--- config.mk ---
export PLATFORM = sky130hd
export DESIGN_NAME = wshb_arbiter_flat
export DESIGN_NICKNAME = d
export VERILOG_FILES = /design/src/rtl/wshb_arbiter_if.sv /design/src/rtl/wshb_arbiter.sv /design/src/flat_wrapper.sv
export SDC_FILE = /design/constraint.sdc
export NUM_CORES = 1
export LEC_CHECK = 0
export CAP_MARGIN = 5
export CORE_AREA = 5 5 124 126
export DETAILED_ROUTE_END_ITERATION = 10
export DIE_AREA = 0 0 129 131
export GPL_ROUTABILITY_DRIVEN = 1
export SYNTH_ARGS = -nofsm -noshare
export SYNTH_HDL_FRONTEND = slang
export SYNTH_SLANG_ARGS = --single-unit
--- constraint.sdc ---
create_clock -name clk -period 1.8 [get_ports clk]
set_clock_uncertainty 0.15 [all_clocks]
set_input_delay 0.36 -clock clk [delete_from_list [all_inputs] [get_ports clk]]
set_output_delay 0.36 -clock clk [all_outputs]
set_load 0.1 [all_outputs]
--- src/rtl/wshb_arbiter_if.sv ---
`default_nettype none
// ============================================================================
// wshb_arbiter_if : one Wishbone link, seen from the master or the slave side
// Rev 1.0
// ============================================================================
interface wshb_arbiter_if #(
    parameter int AW = 32
);
    logic          cyc;
    logic          stb;
    logic          we;
    logic [AW-1:0] adr;
    logic [31:0]   dat_ms;
    logic [3:0]    sel;
    logic [2:0]    cti;
    logic [1:0]    bte;
    logic [31:0]   dat_sm;
    logic          ack;

    modport master (
        output cyc, stb, we, adr, dat_ms, sel, cti, bte,
        input  dat_sm, ack
    );

    modport slave (
        input  cyc, stb, we, adr, dat_ms, sel, cti, bte,
        output dat_sm, ack
    );
endinterface
`default_nettype wire

--- src/rtl/wshb_arbiter.sv ---
`default_nettype none
// ============================================================================
// wshb_arbiter : two-master / one-slave Wishbone arbiter, round-robin grant
//                with optional transfer quota (macro WSHB_ARB_QUOTA_EN)
// Rev 1.0
// ============================================================================
module wshb_arbiter #(
    parameter int MAX_XFER = 16,
    parameter int AW       = 32
) (
    input  wire logic      clk,
    input  wire logic      rst,
    wshb_arbiter_if.slave  m0,
    wshb_arbiter_if.slave  m1,
    wshb_arbiter_if.master s,
    output logic [1:0]     gnt
);

    typedef enum logic [1:0] {
        IDLE = 2'd0,
        OWN0 = 2'd1,
        OWN1 = 2'd2
    } state_t;

    state_t     r_state;
    logic       r_last;
    logic [1:0] r_gnt;
    logic       w_quota;
    logic       w_leave;

    if (MAX_XFER < 1) begin : g_bad_max_xfer
        $error("wshb_arbiter: MAX_XFER must be >= 1");
    end

    if (AW < 1) begin : g_bad_aw
        $error("wshb_arbiter: AW must be >= 1");
    end

    // Owner gives up the bus when it drops cyc, or when its quota expires
    // while the other master is waiting.
    assign w_leave = ((r_state == OWN0) && (!m0.cyc || (w_quota && m1.cyc))) ||
                     ((r_state == OWN1) && (!m1.cyc || (w_quota && m0.cyc)));

`ifdef WSHB_ARB_QUOTA_EN
    localparam int            CW         = $clog2(MAX_XFER + 1);
    localparam logic [CW-1:0] C_CNT_LAST = CW'(MAX_XFER - 1);
    localparam logic [CW-1:0] C_CNT_MAX  = CW'(MAX_XFER);

    logic [CW-1:0] r_xfer_cnt;

    // A saturated counter keeps the quota expired, so a master that starts
    // waiting late is still let in on the owner's next ack.
    assign w_quota = s.ack && (r_xfer_cnt >= C_CNT_LAST);

    always_ff @(posedge clk or posedge rst) begin
        if (rst) begin
            r_xfer_cnt <= '0;
        end else if ((r_state == IDLE) || w_leave) begin
            r_xfer_cnt <= '0;
        end else if (s.ack && (r_xfer_cnt != C_CNT_MAX)) begin
            r_xfer_cnt <= r_xfer_cnt + CW'(1);
        end
    end
`else
    assign w_quota = 1'b0;
`endif

    always_ff @(posedge clk or posedge rst) begin
        if (rst) begin
            r_state <= IDLE;
            r_gnt   <= 2'b00;
            r_last  <= 1'b1;
        end else begin
            case (r_state)
                IDLE: begin
                    if (m0.cyc && (!m1.cyc || r_last)) begin
                        r_state <= OWN0;
                        r_gnt   <= 2'b01;
                    end else if (m1.cyc) begin
                        r_state <= OWN1;
                        r_gnt   <= 2'b10;
                    end
                end
                OWN0: begin
                    if (w_leave) begin
                        r_last <= 1'b0;
                        if (m1.cyc) begin
                            r_state <= OWN1;
                            r_gnt   <= 2'b10;
                        end else begin
                            r_state <= IDLE;
                            r_gnt   <= 2'b00;
                        end
                    end
                end
                OWN1: begin
                    if (w_leave) begin
                        r_last <= 1'b1;
                        if (m0.cyc) begin
                            r_state <= OWN0;
                            r_gnt   <= 2'b01;
                        end else begin
                            r_state <= IDLE;
                            r_gnt   <= 2'b00;
                        end
                    end
                end
                default: begin
                    r_state <= IDLE;
                    r_gnt   <= 2'b00;
                end
            endcase
        end
    end

    always_comb begin
        s.cyc    = 1'b0;
        s.stb    = 1'b0;
        s.we     = 1'b0;
        s.adr    = {AW{1'b0}};
        s.dat_ms = 32'd0;
        s.sel    = 4'd0;
        s.cti    = 3'd0;
        s.bte    = 2'd0;
        case (r_state)
            OWN0: begin
                s.cyc    = m0.cyc;
                s.stb    = m0.stb;
                s.we     = m0.we;
                s.adr    = m0.adr;
                s.dat_ms = m0.dat_ms;
                s.sel    = m0.sel;
                s.cti    = m0.cti;
                s.bte    = m0.bte;
            end
            OWN1: begin
                s.cyc    = m1.cyc;
                s.stb    = m1.stb;
                s.we     = m1.we;
                s.adr    = m1.adr;
                s.dat_ms = m1.dat_ms;
                s.sel    = m1.sel;
                s.cti    = m1.cti;
                s.bte    = m1.bte;
            end
            default: ;
        endcase
    end

    // Read data fans out to both masters; only the ack qualifies it.
    assign m0.dat_sm = s.dat_sm;
    assign m1.dat_sm = s.dat_sm;
    assign m0.ack    = s.ack & r_gnt[0];
    assign m1.ack    = s.ack & r_gnt[1];
    assign gnt       = r_gnt;

endmodule
`default_nettype wire

--- src/flat_wrapper.sv ---
// flat-port wrapper written by rule: the top's interface ports become plain ports
module wshb_arbiter_flat 
#(
    parameter int MAX_XFER = 16,
    parameter int AW       = 32
)
  (clk, rst, gnt, m0_cyc, m0_stb, m0_we, m0_adr, m0_dat_ms, m0_sel, m0_cti, m0_bte, m0_dat_sm, m0_ack, m1_cyc, m1_stb, m1_we, m1_adr, m1_dat_ms, m1_sel, m1_cti, m1_bte, m1_dat_sm, m1_ack, s_cyc, s_stb, s_we, s_adr, s_dat_ms, s_sel, s_cti, s_bte, s_dat_sm, s_ack);
  wshb_arbiter_if #(.AW(AW)) m0_i ();
  wshb_arbiter_if #(.AW(AW)) m1_i ();
  wshb_arbiter_if #(.AW(AW)) s_i ();
  input  wire logic clk;
  input  wire logic rst;
  output logic [1:0] gnt;
  input wire logic [$bits(m0_i.cyc)-1:0] m0_cyc;
  input wire logic [$bits(m0_i.stb)-1:0] m0_stb;
  input wire logic [$bits(m0_i.we)-1:0] m0_we;
  input wire logic [$bits(m0_i.adr)-1:0] m0_adr;
  input wire logic [$bits(m0_i.dat_ms)-1:0] m0_dat_ms;
  input wire logic [$bits(m0_i.sel)-1:0] m0_sel;
  input wire logic [$bits(m0_i.cti)-1:0] m0_cti;
  input wire logic [$bits(m0_i.bte)-1:0] m0_bte;
  output wire logic [$bits(m0_i.dat_sm)-1:0] m0_dat_sm;
  output wire logic [$bits(m0_i.ack)-1:0] m0_ack;
  input wire logic [$bits(m1_i.cyc)-1:0] m1_cyc;
  input wire logic [$bits(m1_i.stb)-1:0] m1_stb;
  input wire logic [$bits(m1_i.we)-1:0] m1_we;
  input wire logic [$bits(m1_i.adr)-1:0] m1_adr;
  input wire logic [$bits(m1_i.dat_ms)-1:0] m1_dat_ms;
  input wire logic [$bits(m1_i.sel)-1:0] m1_sel;
  input wire logic [$bits(m1_i.cti)-1:0] m1_cti;
  input wire logic [$bits(m1_i.bte)-1:0] m1_bte;
  output wire logic [$bits(m1_i.dat_sm)-1:0] m1_dat_sm;
  output wire logic [$bits(m1_i.ack)-1:0] m1_ack;
  output wire logic [$bits(s_i.cyc)-1:0] s_cyc;
  output wire logic [$bits(s_i.stb)-1:0] s_stb;
  output wire logic [$bits(s_i.we)-1:0] s_we;
  output wire logic [$bits(s_i.adr)-1:0] s_adr;
  output wire logic [$bits(s_i.dat_ms)-1:0] s_dat_ms;
  output wire logic [$bits(s_i.sel)-1:0] s_sel;
  output wire logic [$bits(s_i.cti)-1:0] s_cti;
  output wire logic [$bits(s_i.bte)-1:0] s_bte;
  input wire logic [$bits(s_i.dat_sm)-1:0] s_dat_sm;
  input wire logic [$bits(s_i.ack)-1:0] s_ack;
  assign m0_i.cyc = m0_cyc;
  assign m0_i.stb = m0_stb;
  assign m0_i.we = m0_we;
  assign m0_i.adr = m0_adr;
  assign m0_i.dat_ms = m0_dat_ms;
  assign m0_i.sel = m0_sel;
  assign m0_i.cti = m0_cti;
  assign m0_i.bte = m0_bte;
  assign m0_dat_sm = m0_i.dat_sm;
  assign m0_ack = m0_i.ack;
  assign m1_i.cyc = m1_cyc;
  assign m1_i.stb = m1_stb;
  assign m1_i.we = m1_we;
  assign m1_i.adr = m1_adr;
  assign m1_i.dat_ms = m1_dat_ms;
  assign m1_i.sel = m1_sel;
  assign m1_i.cti = m1_cti;
  assign m1_i.bte = m1_bte;
  assign m1_dat_sm = m1_i.dat_sm;
  assign m1_ack = m1_i.ack;
  assign s_cyc = s_i.cyc;
  assign s_stb = s_i.stb;
  assign s_we = s_i.we;
  assign s_adr = s_i.adr;
  assign s_dat_ms = s_i.dat_ms;
  assign s_sel = s_i.sel;
  assign s_cti = s_i.cti;
  assign s_bte = s_i.bte;
  assign s_i.dat_sm = s_dat_sm;
  assign s_i.ack = s_ack;
  wshb_arbiter #(.MAX_XFER(MAX_XFER), .AW(AW)) u_core (.clk(clk), .rst(rst), .m0(m0_i), .m1(m1_i), .s(s_i), .gnt(gnt));
endmodule
==> impl_results.md <==
* Sw Ratio at 0.562
* Main area contributors after synthesis: a22oi_1 (29%), buf_4 (25%), nor2b_1 (24%), buf_2 (3.1%), dfrtp_1 (2.6%)
* Final worst slack at -0.444 ns
* Type of the worst setup path: flip-flop to primary output
* Clock transition at the registers of the reported paths at 0.03 ns
* Initial antenna violation count at 0
* Power per cell area at 2260 mW/mm2
* Dpl hpwl at 9410 um
* Clk sink count at 3
* Avg Inst Size Synth at 7.13 um2
* DR DRC count at 0
* Final nets at 633
* CP Max Fanout at 32
* Final ANT Viol Nets at 0
* Sequential element share of the synthesized area at 0.0396
* Total CTS buffers at 3
* Vias in the first global route at 2859
* Clock insertion delay at the later pin of the skew report at 0.23 ns
* Core region area at 0.0142 mm2
* Share of the synthesized area in the top cell type at 0.292
* DRT iter0 DRCs at 61
* Share of cells above drive strength 1 at 0.533
* Layout area overhead at 207%
* CTS tree: yes
* Vias/cell at 4.26
* Die width at 129 um
* WHS at 0.158 ns
* Final period utilization at 1.25
* Seq cells post-synth at 3
* Reg power frac at 0.013
* Max-cap violations at 0
* Final setup viols at 78
* Total track usage at 0.116
* RSZ-0062 raised after global routing: yes
* Worst hold path type: input port to async pin
* Routed len/inst at 18.5 um
* Layout Utilization at 0.416
* Crit start category: flip-flop
* Pwr Total at 13.4 mW
* Clock H-tree levels at 1
* Synth unique cells at 23
* Combinational share of power at 0.960
* Hold Fails Final Rpt at 0
* Final Critical Period at 2.24 ns
* Worst R2R Setup Slack at -0.14 ns
* Final Max Tran Viols at 0
* Failing checks: negative setup slack
* Die H at 131 um
* GP Congestion at 0.845
* Clock root buffer: clkbuf_16
* Grt total ovfl at 0
* Fmax at 0.446 GHz
* Crit end category: primary output
* PortBufs at 234
* Setup TNS at -30.33 ns
* Cell area after synthesis at 0.00193 mm2
* Rel. slew slack at 0.790
* Sw Pwr at 7.52 mW
* Clk pwr share at 0.027
* Routed via count at 2663
* Buffer levels on the longest clock path at 2
* Crit path DAT at 1.73 ns
* P_int at 5.86 mW
* Synth area leader: a22oi_1
* Antenna diode count at 0
* Cells after synthesis at 270
* Status: finished, violations left
* First-pass GRT wire length at 15700 um
* Starting Density at 0.136
* Critical Path RT at 1.29 ns
* DRT Wirelength at 11600 um
* Worst-Margin Slew at 0.315 ns
* Static leakage at 2.16 nW
* Hold Buf Count CTS at 0
* Peak supply drop at 0.00118 V
* Yosys Warn Count at 0
* DRT Pass-1 Iters at 4
* Largest net degree at the start of global routing at 36
* Row count at 44
* Die area at 0.0169 mm2
* IO Count at 331
* Syn_nets at 461
## worst paths after layout
| kind | start | to | cells past startpoint |
|---|---|---|---|
| worst max-delay path | u_core.r_state[0] | s_adr[9] | 6 |
| max in group asynchronous | rst | u_core.r_last | 2 |
| min in group clk | u_core.r_last | u_core.r_last | 1 |
| worst max register to register | u_core.r_state[0] | u_core.r_state[1] | 7 |
| worst min register to register | u_core.r_last | u_core.r_last | 1 |
| worst min-delay path | rst | u_core.r_state[0] | 2 |
## per-stage QoR
step / worst slack (ns) / cell area, um2 / cells
global placement: -0.195 / 5600 / 616
CTS: -0.458 / 5690 / 620
global route: -0.515 / 5910 / 625
floorplan: -0.553 / 2720 / 270
detailed placement: -0.209 / 5600 / 616
finish: -0.444 / 5910 / 625
## power groups by stage
stage	sequential, mW	combinational (mW)	clock (mW)
floorplan	0.305	9.11	0
global placement	0.167	12.4	0
detailed placement	0.170	12.5	0
CTS	0.169	12.5	0.375
global route	0.175	13.3	0.383
finish	0.169	12.8	0.365
## cells in the mapped netlist
cell type	count
a31oi_1	1
and2_1	2
nor3_1	1
a22o_1	1
nand3b_1	1
a21boi_0	1
nand2b_1	2
inv_1	4
nor2b_1	75
nand3_2	1
buf_6	2
dfrtp_1	2
buf_2	12
clkbuf_1	10
buf_4	65
a21oi_1	1
a22oi_1	75
ha_1	4
dfstp_2	1
nand2_1	5
o221ai_2	1
mux2_4	2
clkbuf_2	1
## layer usage
metal  global-route usage  share of wire  up-vias
li1                     -              -     1226
met1                0.116           0.31     1220
met2                0.238           0.58      204
met3               0.0285          0.095       13
met4               0.0229          0.013        0
met5                    0              0        -
## state kept, by name (all words and copies together), names as in the netlist
register	count
u_core.r_last	1
u_core.r_state	2
## final cells by class
type | count | area [um2]
Clock buffer | 4 | 78.8
Fill cell | 1343 | 8290
Inverter | 4 | 20.0
Multi-Input combinational cell | 173 | 2040
Sequential cell | 3 | 83.8
Tap cell | 184 | 230
Timing Repair Buffer | 257 | 3460
## critical path: stages, from the launching register on
cell	delay [ns]
dfrtp_4	0.50
inv_4	0.09
ha_4	0.19
buf_12	0.19
a22oi_1	0.16
nor2b_4	0.15
buf_12	0.18
## placed cells by master, fill, tap and decap left out, types with 2 or more instances in the layout
cell / count
nand2b_1: 2
buf_12: 88
clkbuf_16: 5
inv_4: 2
a22oi_2: 38
buf_4: 11
mux2_4: 2
nand2_1: 4
nor2b_4: 75
dfrtp_4: 2
a22oi_1: 37
clkdlybuf4s50_1: 154
ha_4: 3
inv_1: 2
and2_2: 2
## cells by family (layout without fill, tap and decap cells)
group                      Yosys count  after routing  share of synthesized area
and+or+nand+nor                     87             87                      0.278
muxes                                2              2                     0.0156
adders and majority gates            4              4                     0.0260
buffers and inverters               94            265                      0.326
AOI/OAI and AO/OA                   80             80                      0.314
DFF                                  3              3                     0.0396
## timing repair
action	CTS	global route
resized for setup	2	28
pin swaps	0	7
gates cloned	0	4
endpoints found under the setup margin	78	78
buffers inserted	0	1
No activity file was read; power rests on OpenSTA's default activity.
